`src/rtl/sid_pkg.sv`:
```
// sid_pkg: definitions shared by the SID combined-waveform arbiter and the
// blocks around it.
//   state_t    : arbiter sequencer states (IDLE, issue slots S0..S2, drain S3)
//   NUM_VOICES : number of voices served per lookup round
//   ROM_LAT    : read latency of the shared waveform table, in clocks
package sid_pkg;

  localparam int NUM_VOICES = 3;
  localparam int ROM_LAT    = 1;

  typedef enum logic [2:0] {
    IDLE = 3'd0,
    S0   = 3'd1,
    S1   = 3'd2,
    S2   = 3'd3,
    S3   = 3'd4
  } state_t;

endpackage

```
`src/rtl/sid_wave_arbiter_if.sv`:
```
// sid_wave_arbiter_if: read bus between the arbiter and the shared
// single-port waveform table.
//   rom_addr : table address, driven by the arbiter
//   rom_data : table read data, registered one clock after rom_addr
// Modports: master = arbiter side, slave = table side.
interface sid_wave_arbiter_if #(
  parameter int IDX_W = 12,
  parameter int DAT_W = 8
);

  logic [IDX_W-1:0] rom_addr;
  logic [DAT_W-1:0] rom_data;

  modport master (output rom_addr, input  rom_data);
  modport slave  (input  rom_addr, output rom_data);

endinterface

```
`src/rtl/sid_wave_arbiter.sv`:
```
// sid_wave_arbiter: time-multiplexes one shared combined-waveform table
// among three voices. A sample_en strobe snapshots the three indices and
// the voice enables, issues one table read per voice (S0..S2), drains the
// last read (S3), then updates all three outputs together with a done pulse.
// A strobe that arrives mid-round is remembered once (pending); a second
// one is dropped and flagged in the sticky overrun bit.
// Ports:
//   clock, reset_n      : clock, asynchronous active-low reset
//   sample_en           : one-clock start strobe
//   wave0..2, voice_en  : per-voice table index, combined-waveform enable
//   rom                 : table read bus (master side)
//   out0..2, done       : registered results, one-clock update pulse
//   busy                : high whenever not IDLE
//   overrun, overrun_clr: sticky dropped-strobe flag and its clear
module sid_wave_arbiter
  import sid_pkg::*;
#(
  parameter int IDX_W = 12,
  parameter int DAT_W = 8
) (
  input  logic                  clock,
  input  logic                  reset_n,
  input  logic                  sample_en,
  input  logic [IDX_W-1:0]      wave0,
  input  logic [IDX_W-1:0]      wave1,
  input  logic [IDX_W-1:0]      wave2,
  input  logic [NUM_VOICES-1:0] voice_en,
  sid_wave_arbiter_if.master    rom,
  output logic [DAT_W-1:0]      out0,
  output logic [DAT_W-1:0]      out1,
  output logic [DAT_W-1:0]      out2,
  output logic                  done,
  output logic                  busy,
  output logic                  overrun,
  input  logic                  overrun_clr
);

  state_t                state, state_nxt;
  logic                  pending, pending_nxt;
  logic                  start;
  logic                  ovr_set;
  logic [IDX_W-1:0]      snap0, snap1, snap2;
  logic [NUM_VOICES-1:0] snap_en;
  logic [DAT_W-1:0]      hold0, hold1, hold2;

  always_ff @(posedge clock or negedge reset_n) begin
    if (!reset_n) begin
      state   <= IDLE;
      pending <= 1'b0;
    end else begin
      state   <= state_nxt;
      pending <= pending_nxt;
    end
  end

  always_comb begin
    state_nxt   = state;
    pending_nxt = pending;
    start       = 1'b0;
    ovr_set     = 1'b0;
    case (state)
      IDLE: begin
        if (sample_en) begin
          start     = 1'b1;
          state_nxt = S0;
        end
      end
      S0, S1, S2: begin
        state_nxt = (state == S0) ? S1 : (state == S1) ? S2 : S3;
        // One strobe can wait for the round to finish; any further one is lost.
        if (sample_en) begin
          if (pending) ovr_set     = 1'b1;
          else         pending_nxt = 1'b1;
        end
      end
      S3: begin
        if (pending || sample_en) begin
          start     = 1'b1;
          state_nxt = S0;
          // A strobe landing on the pending start becomes the next pending one.
          pending_nxt = pending & sample_en;
        end else begin
          state_nxt = IDLE;
        end
      end
      default: state_nxt = IDLE;
    endcase
  end

  // Every slot reads the table whatever voice_en says, so the schedule never moves.
  always_comb begin
    case (state)
      S0:      rom.rom_addr = snap0;
      S1:      rom.rom_addr = snap1;
      default: rom.rom_addr = snap2;
    endcase
  end

  always_ff @(posedge clock or negedge reset_n) begin
    if (!reset_n) begin
      snap0   <= '0;
      snap1   <= '0;
      snap2   <= '0;
      snap_en <= '0;
      hold0   <= '0;
      hold1   <= '0;
      hold2   <= '0;
      out0    <= '0;
      out1    <= '0;
      done    <= 1'b0;
      overrun <= 1'b0;
    end else begin
      done <= (state == S3);
      if (ovr_set)          overrun <= 1'b1;
      else if (overrun_clr) overrun <= 1'b0;
      if (start) begin
        snap0   <= wave0;
        snap1   <= wave1;
        snap2   <= wave2;
        snap_en <= voice_en;
      end
      case (state)
        S1: hold0 <= rom.rom_data;
        S2: hold1 <= rom.rom_data;
        S3: begin
          // Voice 2's data arrives on the update edge itself, so its hold
          // register doubles as the out2 register and is gated as it loads.
          hold2 <= snap_en[2] ? rom.rom_data : '0;
          out0  <= snap_en[0] ? hold0 : '0;
          out1  <= snap_en[1] ? hold1 : '0;
        end
        default: ;
      endcase
    end
  end

  assign out2 = hold2;
  assign busy = (state != IDLE);

endmodule
```
`src/flat_wrapper.sv`:
```
// flat-port wrapper written by rule: the top's interface ports become plain ports
module sid_wave_arbiter_flat import sid_pkg::*;
#(
  parameter int IDX_W = 12,
  parameter int DAT_W = 8
)
  (clock, reset_n, sample_en, wave0, wave1, wave2, voice_en, out0, out1, out2, done, busy, overrun, overrun_clr, rom_rom_addr, rom_rom_data);
  sid_wave_arbiter_if #(.IDX_W(IDX_W), .DAT_W(DAT_W)) rom_i ();
  input  logic clock;
  input  logic reset_n;
  input  logic sample_en;
  input  logic [IDX_W-1:0] wave0;
  input  logic [IDX_W-1:0] wave1;
  input  logic [IDX_W-1:0] wave2;
  input  logic [NUM_VOICES-1:0] voice_en;
  output logic [DAT_W-1:0] out0;
  output logic [DAT_W-1:0] out1;
  output logic [DAT_W-1:0] out2;
  output logic done;
  output logic busy;
  output logic overrun;
  input  logic overrun_clr;
  output wire logic [$bits(rom_i.rom_addr)-1:0] rom_rom_addr;
  input wire logic [$bits(rom_i.rom_data)-1:0] rom_rom_data;
  assign rom_rom_addr = rom_i.rom_addr;
  assign rom_i.rom_data = rom_rom_data;
  sid_wave_arbiter #(.IDX_W(IDX_W), .DAT_W(DAT_W)) u_core (.clock(clock), .reset_n(reset_n), .sample_en(sample_en), .wave0(wave0), .wave1(wave1), .wave2(wave2), .voice_en(voice_en), .rom(rom_i), .out0(out0), .out1(out1), .out2(out2), .done(done), .busy(busy), .overrun(overrun), .overrun_clr(overrun_clr));
endmodule
```
`config.mk`:
```
export PLATFORM = sky130hd
export DESIGN_NAME = sid_wave_arbiter_flat
export DESIGN_NICKNAME = d
export VERILOG_FILES = /design/src/rtl/sid_pkg.sv /design/src/rtl/sid_wave_arbiter_if.sv /design/src/rtl/sid_wave_arbiter.sv /design/src/flat_wrapper.sv
export SDC_FILE = /design/constraint.sdc
export NUM_CORES = 1
export LEC_CHECK = 0
export ABC_AREA = 1
export ABC_CLOCK_PERIOD_IN_PS = 1400
export BUFFER_PORTS_ARGS = -buffer_cell sky130_fd_sc_hd__buf_2
export CORE_MARGIN = 2
export CORE_UTILIZATION = 48
export DETAILED_ROUTE_END_ITERATION = 7
export GPL_TIMING_DRIVEN = 0
export MAX_ROUTING_LAYER = met4
export PLACE_DENSITY_LB_ADDON = 0.25
export SYNTH_ARGS = -nofsm -noshare
export SYNTH_HDL_FRONTEND = slang
export SYNTH_SLANG_ARGS = --single-unit
```
`constraint.sdc`:
```
create_clock -name clock -period 1.4 [get_ports clock]
set_clock_uncertainty 0.15 [all_clocks]
set_input_delay 0.14 -clock clock [delete_from_list [all_inputs] [get_ports clock]]
set_output_delay 0.14 -clock clock [all_outputs]
set_load 0.05 [all_outputs]
```
* Word-level counts from Yosys, hierarchy flattened
Index checks and enable logic that the tools add are counted.
** Storage, ports and cells
- Register bits :: 85
- Input port bits :: 51
- Word-level logic and storage cells :: 48
** Operators by class
- Equality and inequality tests :: 7
- Muxes and demuxes :: 20
- Bitwise gates (word level) :: 1
- Reduce and logical (&&, ||, !) cells :: 7
** Operators by type and width (count)
- 2-to-1 mux 8 bit :: 3
- one-hot mux 12 bit (2 select lines) :: 1
- 2-to-1 mux 1 bit :: 10
- 2-to-1 mux 3 bit :: 3
- one-hot mux 3 bit (3 select lines) :: 1
- equality test 3 x 2 -> 1 bit (second input constant) :: 2
- inequality test 2 bit (second input constant) :: 2
- one-hot mux 1 bit (2 select lines) :: 2
- nonzero test 2 bit :: 2
- equality test 3 x 1 -> 1 bit (second input constant) :: 1
- equality test 3 bit (second input constant) :: 1
- zero test 3 bit :: 1
- AND reduction 3 bit :: 1
- nonzero test 3 bit :: 1
- OR reduction 3 bit :: 1
- inequality test 2 x 1 -> 1 bit (second input constant) :: 1
- AND 1 bit :: 1
- logical OR 1 bit :: 1

* Logic depth before layout (Yosys ltp)
Gate-level depths: netlist (run 1).
- Depth in word-level cells :: 4
- Gate-level depth with buffers :: 7
- Gate-level depth less buffers :: 5

* Worst setup path after synthesis (run 1)
No wires, ideal clock.
- Path type :: register -> output
- From :: reg u_core.state[0]
- To :: out rom_rom_addr[10]
- Arrival time :: 1482 ps
- Data required time :: 1110 ps
- Path slack :: -372 ps
- Stages on the path, launching flop included :: 8
- Cell sequence :: dfrtp_1 -> buf_4 -> nor2_4 -> nand2_1 -> buf_2 -> buf_2 -> nand3_1 -> nand3_1
** On the way
- Word-level cells in the longest chain between the ends :: 2
** RTL lines
- from (decl) :: line sid_wave_arbiter.sv:38 : state_t state, state_nxt;
- from (signal assigned) :: line sid_wave_arbiter.sv:51 : state <= state_nxt;
- equality test 3 x 2 -> 1 bit / equality test 3 x 1 -> 1 bit (equally long branches) :: line sid_wave_arbiter.sv:92 : case (state)
- one-hot mux 12 bit (2 select lines) * :: line sid_wave_arbiter.sv:92
- to (decl) :: line flat_wrapper.sv:23 : output wire logic [$bits(rom_i.rom_addr)-1:0] rom_rom_addr;
Every way passes the cells marked *; elsewhere a longest branch is shown, timed or not.

* Worst setup path in the final report (run 1)
- From :: reg u_core.state[0]
- To :: out rom_rom_addr[2]
The elaborated chain is that of the path after synthesis.

==> results of run 1 <==
==> routing by layer <==
layer	vias up	GRT usage	wire length, um
met5	-	-	0
met4	0	0.105	382
met3	26	0.0434	609
met2	155	0.463	6030
met1	1889	0.382	5180
li1	1735	-	-
==> cell usage in the layout (no fill, tap or decap) <==
cell type        n
nand2_1        134
dfrtp_1         84
buf_2           77
dlygate4sd3_1   51
nand3_1         49
o21ai_0         35
buf_6           22
nand2_2         18
nand3_4         17
clkbuf_8        16
buf_4           15
inv_1           14
buf_8           13
nand3_2         13
nand4_1         12
o21ai_1          8
clkbuf_2         4
buf_1            4
clkinv_2         3
nor2_4           2
clkbuf_4         2
inv_4            1
clkinv_4         1
nand2_8          1
nor2_1           1
clkbuf_1         1
clkinvlp_4       1
bufinv_16        1
buf_16           1
buf_12           1
dfrtp_2          1
==> repair_timing <==
item / 4_1_cts / 5_1_grt
endpoints found under the setup margin: 92 / 97
buffers inserted: 16 / 2
resized for setup: 95 / 46
hold buffers: 51 / 0
pin swaps: 17 / 13
gates cloned: 6 / 0
endpoints found under the hold margin: 106 / 0
==> Yosys cell counts (all sizes together) <==
cell      n  area share
nand4    12       0.021
buf      17       0.024
nand2   153        0.16
nand3    79        0.11
o21ai    43       0.059
clkbuf   15       0.016
nor2      3      0.0073
dfrtp    85        0.59
inv      16       0.017
==> worst register-to-register path, cell delays in order (launching register included) <==
cell and delay (ns):
dfrtp_1 0.41, buf_6 0.15, buf_4 0.14, nor2_4 0.12
buf_6 0.14, buf_12 0.12, nand2_8 0.07, buf_6 0.15
buf_6 0.13, nand2_2 0.06, nand2_2 0.06
==> worst min-delay path by stage <==
stage,startpoint,endpoint,slack (ns)
2_1_floorplan,reset_n,u_core.done$_DFF_PN0_,-0.31
4_1_cts,reset_n,u_core.out2[0]$_DFFE_PN0N_,0.17
6_report,reset_n,u_core.out2[0]$_DFFE_PN0N_,0.14
5_1_grt,reset_n,u_core.hold1[3]$_DFFE_PN0N_,0.23
3_3_place_gp,overrun_clr,u_core.overrun$_DFFE_PN0P_,0.18
3_5_place_dp,reset_n,u_core.out2[0]$_DFFE_PN0N_,0.009
==> state kept, by name, indices dropped and copies added (netlist names), 3 cells and up <==
register,flops
u_core.snap2,12
u_core.out2,8
u_core.out1,8
u_core.snap1,12
u_core.hold1,8
u_core.snap_en,3
u_core.out0,8
u_core.state,3
u_core.hold0,8
u_core.snap0,12
==> stage by stage <==
step / power [mW] / setup WS, ns / cells / hold WS (ns)
floorplan: 10.0 / -0.0491 / 423 / -0.306
global placement: 11.6 / -0.635 / 611 / 0.179
detailed placement: 11.8 / -0.349 / 612 / 0.00898
CTS: 15.2 / -0.556 / 700 / 0.173
global route: 17.0 / -0.667 / 702 / 0.227
finish: 16.2 / -0.633 / 702 / 0.145
==> layout make-up <==
class / count / area, um2 / area share
buffer: 32 / 308 / 0.0533
multi-input combinational: 290 / 1630 / 0.282
clock inverter: 5 / 52.6 / 0.00911
tap: 99 / 124 / 0.0215
sequential: 85 / 2130 / 0.369
clock buffer: 10 / 128 / 0.0221
inverter: 16 / 67.6 / 0.0117
timing repair buffer: 165 / 1340 / 0.232
==> logic make-up after synthesis <==
| kind of cell | Yosys count |
|---|---|
| simple gates | 247 |
| flops | 85 |
| buf+inv | 48 |
| compound gates | 43 |
==> power groups by stage <==
stage                     registers, mW  logic, mW  clock network, mW
after floorplan                    5.45       4.60                  0
after global placement             4.29       7.34                  0
after detailed placement           4.33       7.50                  0
after CTS                          4.33       9.19               1.67
after global routing               4.55       10.7               1.77
final                              4.44       10.1               1.67
==> results_dict.tcl, run 1 <==
set metrics [dict create \
    worst_ir_drop_vdd_v 0.00180 \
    worst-path-stages 6 \
    die_area_um2 8250 \
    grt_max_degree 46 \
    synthAdderAreaFrac 0 \
    fin_nets 650 \
    areaGrowthSynthToFinish_pct 59.5 \
    synth_top_family_by_area "simple AND/OR/NAND/NOR gates" \
    track_usage 0.290 \
    grt_pass1_wl_mm 18.2 \
    dr.pass1.iters 5 \
    crit_end "rom_rom_addr[2]" \
    synth_seq_cells 85 \
    clk_pin_slew_worst_paths_ns 0.08 \
    layout-drive-gt1-share 0.348 \
    seq_power_share 0.274 \
    coreArea_um2 7290 \
    violations "setup timing" \
    die_y_um 90.8 \
    setup.worst_path.start "u_core.state[0]$_DFFE_PN0P_" \
    ys_types 13 \
    synth.area.mux_share 0 \
    relSlewSlack 0.635 \
    final_area_um2 5770 \
    yosys.area_share.simple 0.296 \
    grt_pass1_vias 3635 \
    io_buffers 89 \
    power_switching_mw 8.03 \
    chipWidth_um 90.8 \
    drc 0 \
    row_count 31 \
    finalCritPeriodShare 1.45 \
    hp-class "in -> async" \
    powerDensity_nw_per_um2 2810 \
    finalWorstSetupSlack_ns -0.633 \
    crit_type "reg -> out" \
    synth_compound_area_frac 0.0595 \
    cts_tree "yes" \
    avgSynthCellArea_um2 8.55 \
    reg2reg_from "u_core.state[0]$_DFFE_PN0P_" \
    drt_wl_total_mm 12.2 \
    htree_levels 3 \
    path_cells "buf_6, nor2_4, clkbuf_4, nand3_1, nand3_4, buf_8" \
    cts_buffers 9 \
    rsz0062_at_grt "true" \
    place_area_um2 4430 \
    finish.utilization 0.791 \
    synthCells 423 \
    max_cap_violations 0 \
    critPathTopFamily "buffers and inverters" \
    comb_power_share 0.623 \
    gp_congestion 0.872 \
    crit_buf_inv 3 \
    vias_per_cell 5.42 \
    vias 3805 \
    r2r_slack_ns -0.42 \
    crit_path_top_delay_cell "dfrtp_1" \
    cp-start-kind "flip-flop" \
    postRouteAntennaNets 0 \
    p_int_mw 8.17 \
    fin_setup_tns_ns -33.61 \
    worstMarginPinSlew_ns 0.548 \
    hold_viol 0 \
    synth_nets 474 \
    cp-end-kind "output port" \
    antennaDiodeCount 0 \
    max_freq_ghz 0.492 \
    ios 90 \
    critPathMaxFanout 10 \
    synthesis.area_um2 3620 \
    drt-initial-drc-count 286 \
    synth_xor_area_frac 0 \
    outcome "finished, violations left" \
    worst_r2r_endpoint "u_core.snap2[5]$_DFFE_PN0P_" \
    dpl.hpwl_mm 6.49 \
    slew_viol_final 0 \
    netSwitchingFraction 0.496 \
    clock-sinks 85 \
    fin_crit_ns 2.03 \
    grt-ovfl-total 0 \
    antenna_found_initial 0 \
    cts_buffer_depth 2 \
    ff2ff_path_depth 10 \
    p_clk_frac 0.103 \
    initial_utilization 0.496 \
    synth_seq_area_share 0.588 \
    power.leakage_nw 2.93 \
    setup_viol 98 \
    fill_cells 474 \
    cpPeakStageDelay_ns 0.41 \
    cts-root-buf "clkbuf_8" \
    wl_per_cell_um 17.4 \
    cp.arrival_ns 1.74 \
    worstPathRequired_ns 1.11 \
    clk_latency_ns 0.36 \
    yosysWarnings 0 \
]
No activity file was read; power rests on OpenSTA's default activity.
==> inputs of run 2 (changes only) <==
--- a/config.mk
+++ b/config.mk
@@ -9,7 +9,7 @@
 export ABC_CLOCK_PERIOD_IN_PS = 1400
 export BUFFER_PORTS_ARGS = -buffer_cell sky130_fd_sc_hd__buf_2
 export CORE_MARGIN = 2
-export CORE_UTILIZATION = 48
+export CORE_UTILIZATION = 40
 export DETAILED_ROUTE_END_ITERATION = 7
 export GPL_TIMING_DRIVEN = 0
 export MAX_ROUTING_LAYER = met4
==> run 2 against run 1 <==
- the run still ends with setup timing left
- flip-flop and latch count unchanged
- global-route usage down 4.5 points
- sequential power increased by 3%
- die area is 19% higher
- clock power up 16%
- core utilization fell by 10 points
- routed wire length is 0.42% higher
- non-clock buffer count down 5
- worst setup slack gained 0.0023 ns
- power increased by 5.7%
- maximum frequency grew 0.11%
- sequential share of layout area decreased by 1.7 points
==> results_dict.tcl, run 2 (synthesized netlist as in run 1, its figures left out) <==
set metrics [dict create \
    outcome "finished, violations left" \
    violations "setup timing" \
    initial_utilization 0.413 \
    setup.worst_path.start "u_core.state[2]$_DFFE_PN0P_" \
    drc 0 \
    io_buffers 89 \
    worstMarginPinSlew_ns 0.503 \
    fin_nets 645 \
    max_freq_ghz 0.492 \
    cts_buffers 9 \
    powerDensity_nw_per_um2 2840 \
    die_area_um2 9820 \
    drt-initial-drc-count 253 \
    finalCritPeriodShare 1.45 \
    gp_congestion 0.866 \
    worstPathRequired_ns 1.11 \
    critPathMaxFanout 5 \
    areaGrowthSynthToFinish_pct 67.0 \
    power.leakage_nw 3.02 \
    cts_buffer_depth 2 \
    crit_type "reg -> out" \
    rsz0062_at_grt "true" \
    grt_pass1_wl_mm 18.3 \
    worst_ir_drop_vdd_v 0.00169 \
    grt_pass1_vias 3681 \
    power.total_mw 17.1 \
    reg2reg_from "u_core.state[0]$_DFFE_PN0P_" \
    clk_pin_slew_worst_paths_ns 0.09 \
    cts-root-buf "clkbuf_8" \
    dr.pass1.iters 5 \
    chipWidth_um 99.1 \
    antenna_found_initial 0 \
    final_area_um2 6040 \
    row_count 34 \
    setup_viol 87 \
    antennaDiodeCount 0 \
    p_int_mw 8.68 \
    dpl_worst_slack_ns -0.341 \
    finalWorstSetupSlack_ns -0.631 \
    vias 3781 \
    p_clk_frac 0.112 \
    cp.arrival_ns 1.74 \
    max_cap_violations 0 \
    fin_crit_ns 2.03 \
    dpl.hpwl_mm 6.76 \
    coreArea_um2 8760 \
    netSwitchingFraction 0.494 \
    track_usage 0.245 \
    htree_levels 3 \
    place_area_um2 4440 \
    seq_power_share 0.268 \
    grt-ovfl-total 0 \
    cp-start-kind "flip-flop" \
    drt_wl_total_mm 12.3 \
    layout-drive-gt1-share 0.424 \
    hold_viol 0 \
    cts_tree "yes" \
    clk_latency_ns 0.36 \
    grt_max_degree 51 \
    top_regs "u_core.snap0 (12), u_core.snap1 (12), u_core.snap2 (12)" \
    final_common_cell "nand2_1" \
    power_switching_mw 8.46 \
    mostFrequentLayoutCells "nand2_1 (92), dfrtp_1 (84), buf_2 (75)" \
    die_y_um 99.1 \
    ios 90 \
    hp-class "in -> async" \
    postRouteAntennaNets 0 \
    cp-end-kind "output port" \
    relSlewSlack 0.664 \
    slew_viol_final 0 \
    vias_per_cell 5.35 \
    finish.utilization 0.689 \
    clock-sinks 85 \
    wl_per_cell_um 17.3 \
    comb_power_share 0.620 \
]
-- run 2: cell types whose count changed in the layout (fill, tap and decap cells not counted), moves of 3 or more --
cell | before | now
o21ai_1 | 8 | 16
clkbuf_16 | 0 | 3
nand2_4 | 0 | 17
clkbuf_8 | 16 | 13
nand2_1 | 134 | 92
o21ai_0 | 35 | 25
buf_6 | 22 | 17
nand2_2 | 18 | 43
buf_4 | 15 | 19
-- run 2: what timing repair did --
action / in CTS / in global routing
gates resized for setup: 124 / 100
hold buffers: 50 / 0
setup buffers: 21 / 2
pin swaps: 12 / 15
endpoints found under the hold margin: 101 / 0
gates cloned: 6 / 0
endpoints found under the setup margin: 95 / 89
-- run 2: routing by layer --
| layer | part of all wire | track usage |
|---|---|---|
| met5 | 0 | - |
| met4 | 0.047 | 0.105 |
| met3 | 0.052 | 0.0351 |
| met2 | 0.51 | 0.409 |
| met1 | 0.39 | 0.299 |
-- run 2: stage by stage --
step | std cells | hold slack (ns) | TNS (ns)
6_report | 707 | 0.135 | -29.02
5_1_grt | 707 | 0.188 | -33.88
4_1_cts | 714 | 0.158 | -27.18
3_5_place_dp | 621 | -0.00701 | -15.69
3_3_place_gp | 620 | 0.183 | -69.30
2_1_floorplan | 423 | -0.306 | -0.392
-- run 2: power groups by stage --
stage          registers, mW  clock network [mW]  logic [mW]
2_1_floorplan           5.45                   0        4.60
3_3_place_gp            4.31                   0        7.38
3_5_place_dp            4.35                   0        7.51
4_1_cts                 4.38                1.92        9.73
5_1_grt                 4.70                2.05        11.2
6_report                4.59                1.93        10.6
-- run 2: layout make-up --
type	count	area [um2]
buffer	30	324
clock buffer	10	128
clock inverter	6	87.6
fill	637	2720
inverter	16	67.6
multi-input combinational	290	1830
sequential	85	2130
tap	108	135
timing repair buffer	162	1340
-- run 2: final timing paths --
| check | endpoint | slack, ns | cells after the start |
|---|---|---|---|
| max reg2reg | u_core.snap1[3]$_DFFE_PN0P_ | -0.35 | 10 |
| min in group clock | u_core.out0[6]$_DFFE_PN0N_ | 0.33 | 2 |
| min reg2reg | u_core.out0[6]$_DFFE_PN0N_ | 0.33 | 2 |
| max in group asynchronous | u_core.snap0[4]$_DFFE_PN0P_ | 0.33 | 3 |
| min | u_core.out1[5]$_DFFE_PN0N_ | 0.14 | 2 |
| max | rom_rom_addr[2] | -0.63 | 7 |
-- run 2: worst max-delay path, cell delays in order (launching register included) --
cell and delay (ns):
dfrtp_2 0.50, nor2_4 0.19, nand2_4 0.08, buf_6 0.15, buf_8 0.13, nand3_4 0.08
nand3_4 0.08, buf_8 0.16
==> inputs of run 3 (changes only) <==
--- a/config.mk
+++ b/config.mk
@@ -7,10 +7,11 @@
 export LEC_CHECK = 0
 export ABC_AREA = 1
 export ABC_CLOCK_PERIOD_IN_PS = 1400
-export BUFFER_PORTS_ARGS = -buffer_cell sky130_fd_sc_hd__buf_2
 export CORE_MARGIN = 2
 export CORE_UTILIZATION = 40
 export DETAILED_ROUTE_END_ITERATION = 7
+export DONT_BUFFER_PORTS = 1
+export GPL_ROUTABILITY_DRIVEN = 0
 export GPL_TIMING_DRIVEN = 0
 export MAX_ROUTING_LAYER = met4
 export PLACE_DENSITY_LB_ADDON = 0.25
==> run 3 against run 2 <==
- the run ends with hold timing, setup timing left
- critical endpoint unchanged
- clock power shrank 2%
- worst setup slack improved by 0.14 ns
- critical path depth down 1
- routed wire length shrank 11%
- critical path type unchanged
- largest power group unchanged
- highest routed layer unchanged
- die area did not move
- largest cell class unchanged
==> results_dict.tcl, run 3 (synthesized netlist as in run 1, its figures left out) <==
set metrics [dict create \
    drt_wl_total_mm 10.9 \
    r2r_slack_ns -0.30 \
    grt-ovfl-total 0 \
    drt-initial-drc-count 197 \
    areaGrowthSynthToFinish_pct 54.0 \
    place_area_um2 3960 \
    outcome "finished, violations left" \
    fin_nets 568 \
    powerDensity_nw_per_um2 2870 \
    fin_crit_ns 1.89 \
    postRouteAntennaNets 0 \
    p_int_mw 7.95 \
    io_buffers 0 \
    worst_r2r_endpoint "u_core.out0[5]$_DFFE_PN0N_" \
    worstPathRequired_ns 1.11 \
    crit_type "reg -> out" \
    p_clk_frac 0.118 \
    mostFrequentLayoutCells "nand2_1 (110), dfrtp_1 (84), dlygate4sd3_1 (49)" \
    initial_utilization 0.413 \
    grt_pass1_wl_mm 16.1 \
    hold_buffers 49 \
    clk_pin_slew_worst_paths_ns 0.10 \
    chipWidth_um 99.1 \
    antennaDiodeCount 0 \
    grt_max_degree 86 \
    layout-drive-gt1-share 0.312 \
    track_usage 0.212 \
    reg2reg_from "u_core.state[0]$_DFFE_PN0P_" \
    relSlewSlack 0.672 \
    worstMarginPinSlew_ns 0.492 \
    power_switching_mw 8.01 \
    seq_power_share 0.363 \
    dr_wl_met2_mm 5.65 \
    violations "hold timing, setup timing" \
    comb_power_share 0.519 \
    die_area_um2 9820 \
    cts-root-buf "clkbuf_8" \
    htree_levels 3 \
    power.leakage_nw 2.64 \
    power.total_mw 16.0 \
    fin_setup_tns_ns -22.50 \
    finalWorstSetupSlack_ns -0.491 \
    cts_buffer_depth 2 \
    dr.pass1.iters 4 \
    critPathMaxFanout 10 \
    rsz0062_at_grt "true" \
    dpl_worst_slack_ns -0.307 \
    wl_met3_um 566 \
    clk_latency_ns 0.36 \
    grt_pass1_vias 3257 \
    cts_buffers 9 \
    vias_per_cell 5.31 \
    slew_viol_final 0 \
    hp-class "in -> async" \
    antenna_found_initial 0 \
    cpPeakStageDelay_ns 0.48 \
    cp.arrival_ns 1.60 \
    hold_ws_ns -0.693 \
    hold_viol 85 \
    crit_buf_inv 2 \
    netSwitchingFraction 0.502 \
    critPathTopFamily "flip-flops" \
    crit_path_top_delay_cell "dfrtp_2" \
    setup_viol 87 \
    ios 90 \
    row_count 34 \
    final_area_um2 5570 \
    wl_met1_mm 4.52 \
    drc 0 \
    max_freq_ghz 0.529 \
    path_cells "nor2_4, nand2_2, buf_8, buf_8, nand3_4, nand3_4" \
    top_regs "u_core.snap0 (12), u_core.snap1 (12), u_core.snap2 (12)" \
    cts_tree "yes" \
    max_cap_violations 0 \
    finalCritPeriodShare 1.35 \
    coreArea_um2 8760 \
    cp-end-kind "output port" \
    ff2ff_path_depth 8 \
    worst_ir_drop_vdd_v 0.00130 \
    die_y_um 99.1 \
    wl_per_cell_um 17.3 \
    vias 3343 \
    dpl.hpwl_mm 6.38 \
    final_common_cell "nand2_1" \
    cp-start-kind "flip-flop" \
    clock-sinks 85 \
    top_layer "met4" \
]
==> run 3: cell count changes in the layout (fill, tap and decap cells not counted), sizes merged <==
| cell | change |
|---|---|
| clkinv | -4 |
| inv | +4 |
| clkinvlp | +1 |
| buf | -73 |
| clkbuf | -3 |
| dlygate4sd3 | -1 |
| bufinv | -1 |
==> run 3: power groups by stage <==
stage               Combinational [mW]  Clock, mW  Sequential (mW)
finish                            8.29       1.89             5.79
global route                      9.00       2.02             5.92
CTS                               6.38       1.90             5.65
detailed placement                5.47          0             5.67
global placement                  5.35          0             5.64
floorplan                         4.60          0             5.45
==> run 3: final cells by class <==
cell class | instances | area (um2)
Timing Repair Buffer | 85 | 933
Clock inverter | 6 | 75.1
Clock buffer | 10 | 138
Sequential cell | 85 | 2130
Tap cell | 108 | 135
Fill cell | 697 | 3190
Buffer | 30 | 329
Inverter | 16 | 65.1
Multi-Input combinational cell | 290 | 1770
==> run 3: timing repair <==
action | CTS | global route
gates resized for setup | 55 | 120
pin swaps | 7 | 25
hold endpoints to repair | 151 | 85
endpoints found under the setup margin | 94 | 97
gates cloned | 1 | 6
buffers inserted | 10 | 20
==> run 3: worst max-delay path by stage <==
stage                                      from                    endpoint  cells past startpoint
CTS                 u_core.state[0]$_DFFE_PN0P_            rom_rom_addr[10]                      7
floorplan           u_core.state[0]$_DFFE_PN0P_            rom_rom_addr[10]                      7
global route        u_core.state[2]$_DFFE_PN0P_             rom_rom_addr[2]                      6
global placement    u_core.state[1]$_DFFE_PN0P_  u_core.out0[5]$_DFFE_PN0N_                      6
detailed placement  u_core.state[1]$_DFFE_PN0P_  u_core.out0[5]$_DFFE_PN0N_                      6
finish              u_core.state[2]$_DFFE_PN0P_             rom_rom_addr[2]                      6
==> run 3: metal layers <==
metal | vias up | GRT usage
met5 | - | -
met3 | 16 | 0.0618
met4 | 0 | 0.0474
li1 | 1573 | -
met2 | 96 | 0.339
met1 | 1658 | 0.270
==> run 3: stage by stage <==
stage / cells / utilization
global placement: 531 / 0.452
detailed placement: 531 / 0.452
finish: 630 / 0.636
CTS: 607 / 0.565
global route: 630 / 0.636
floorplan: 423 / -
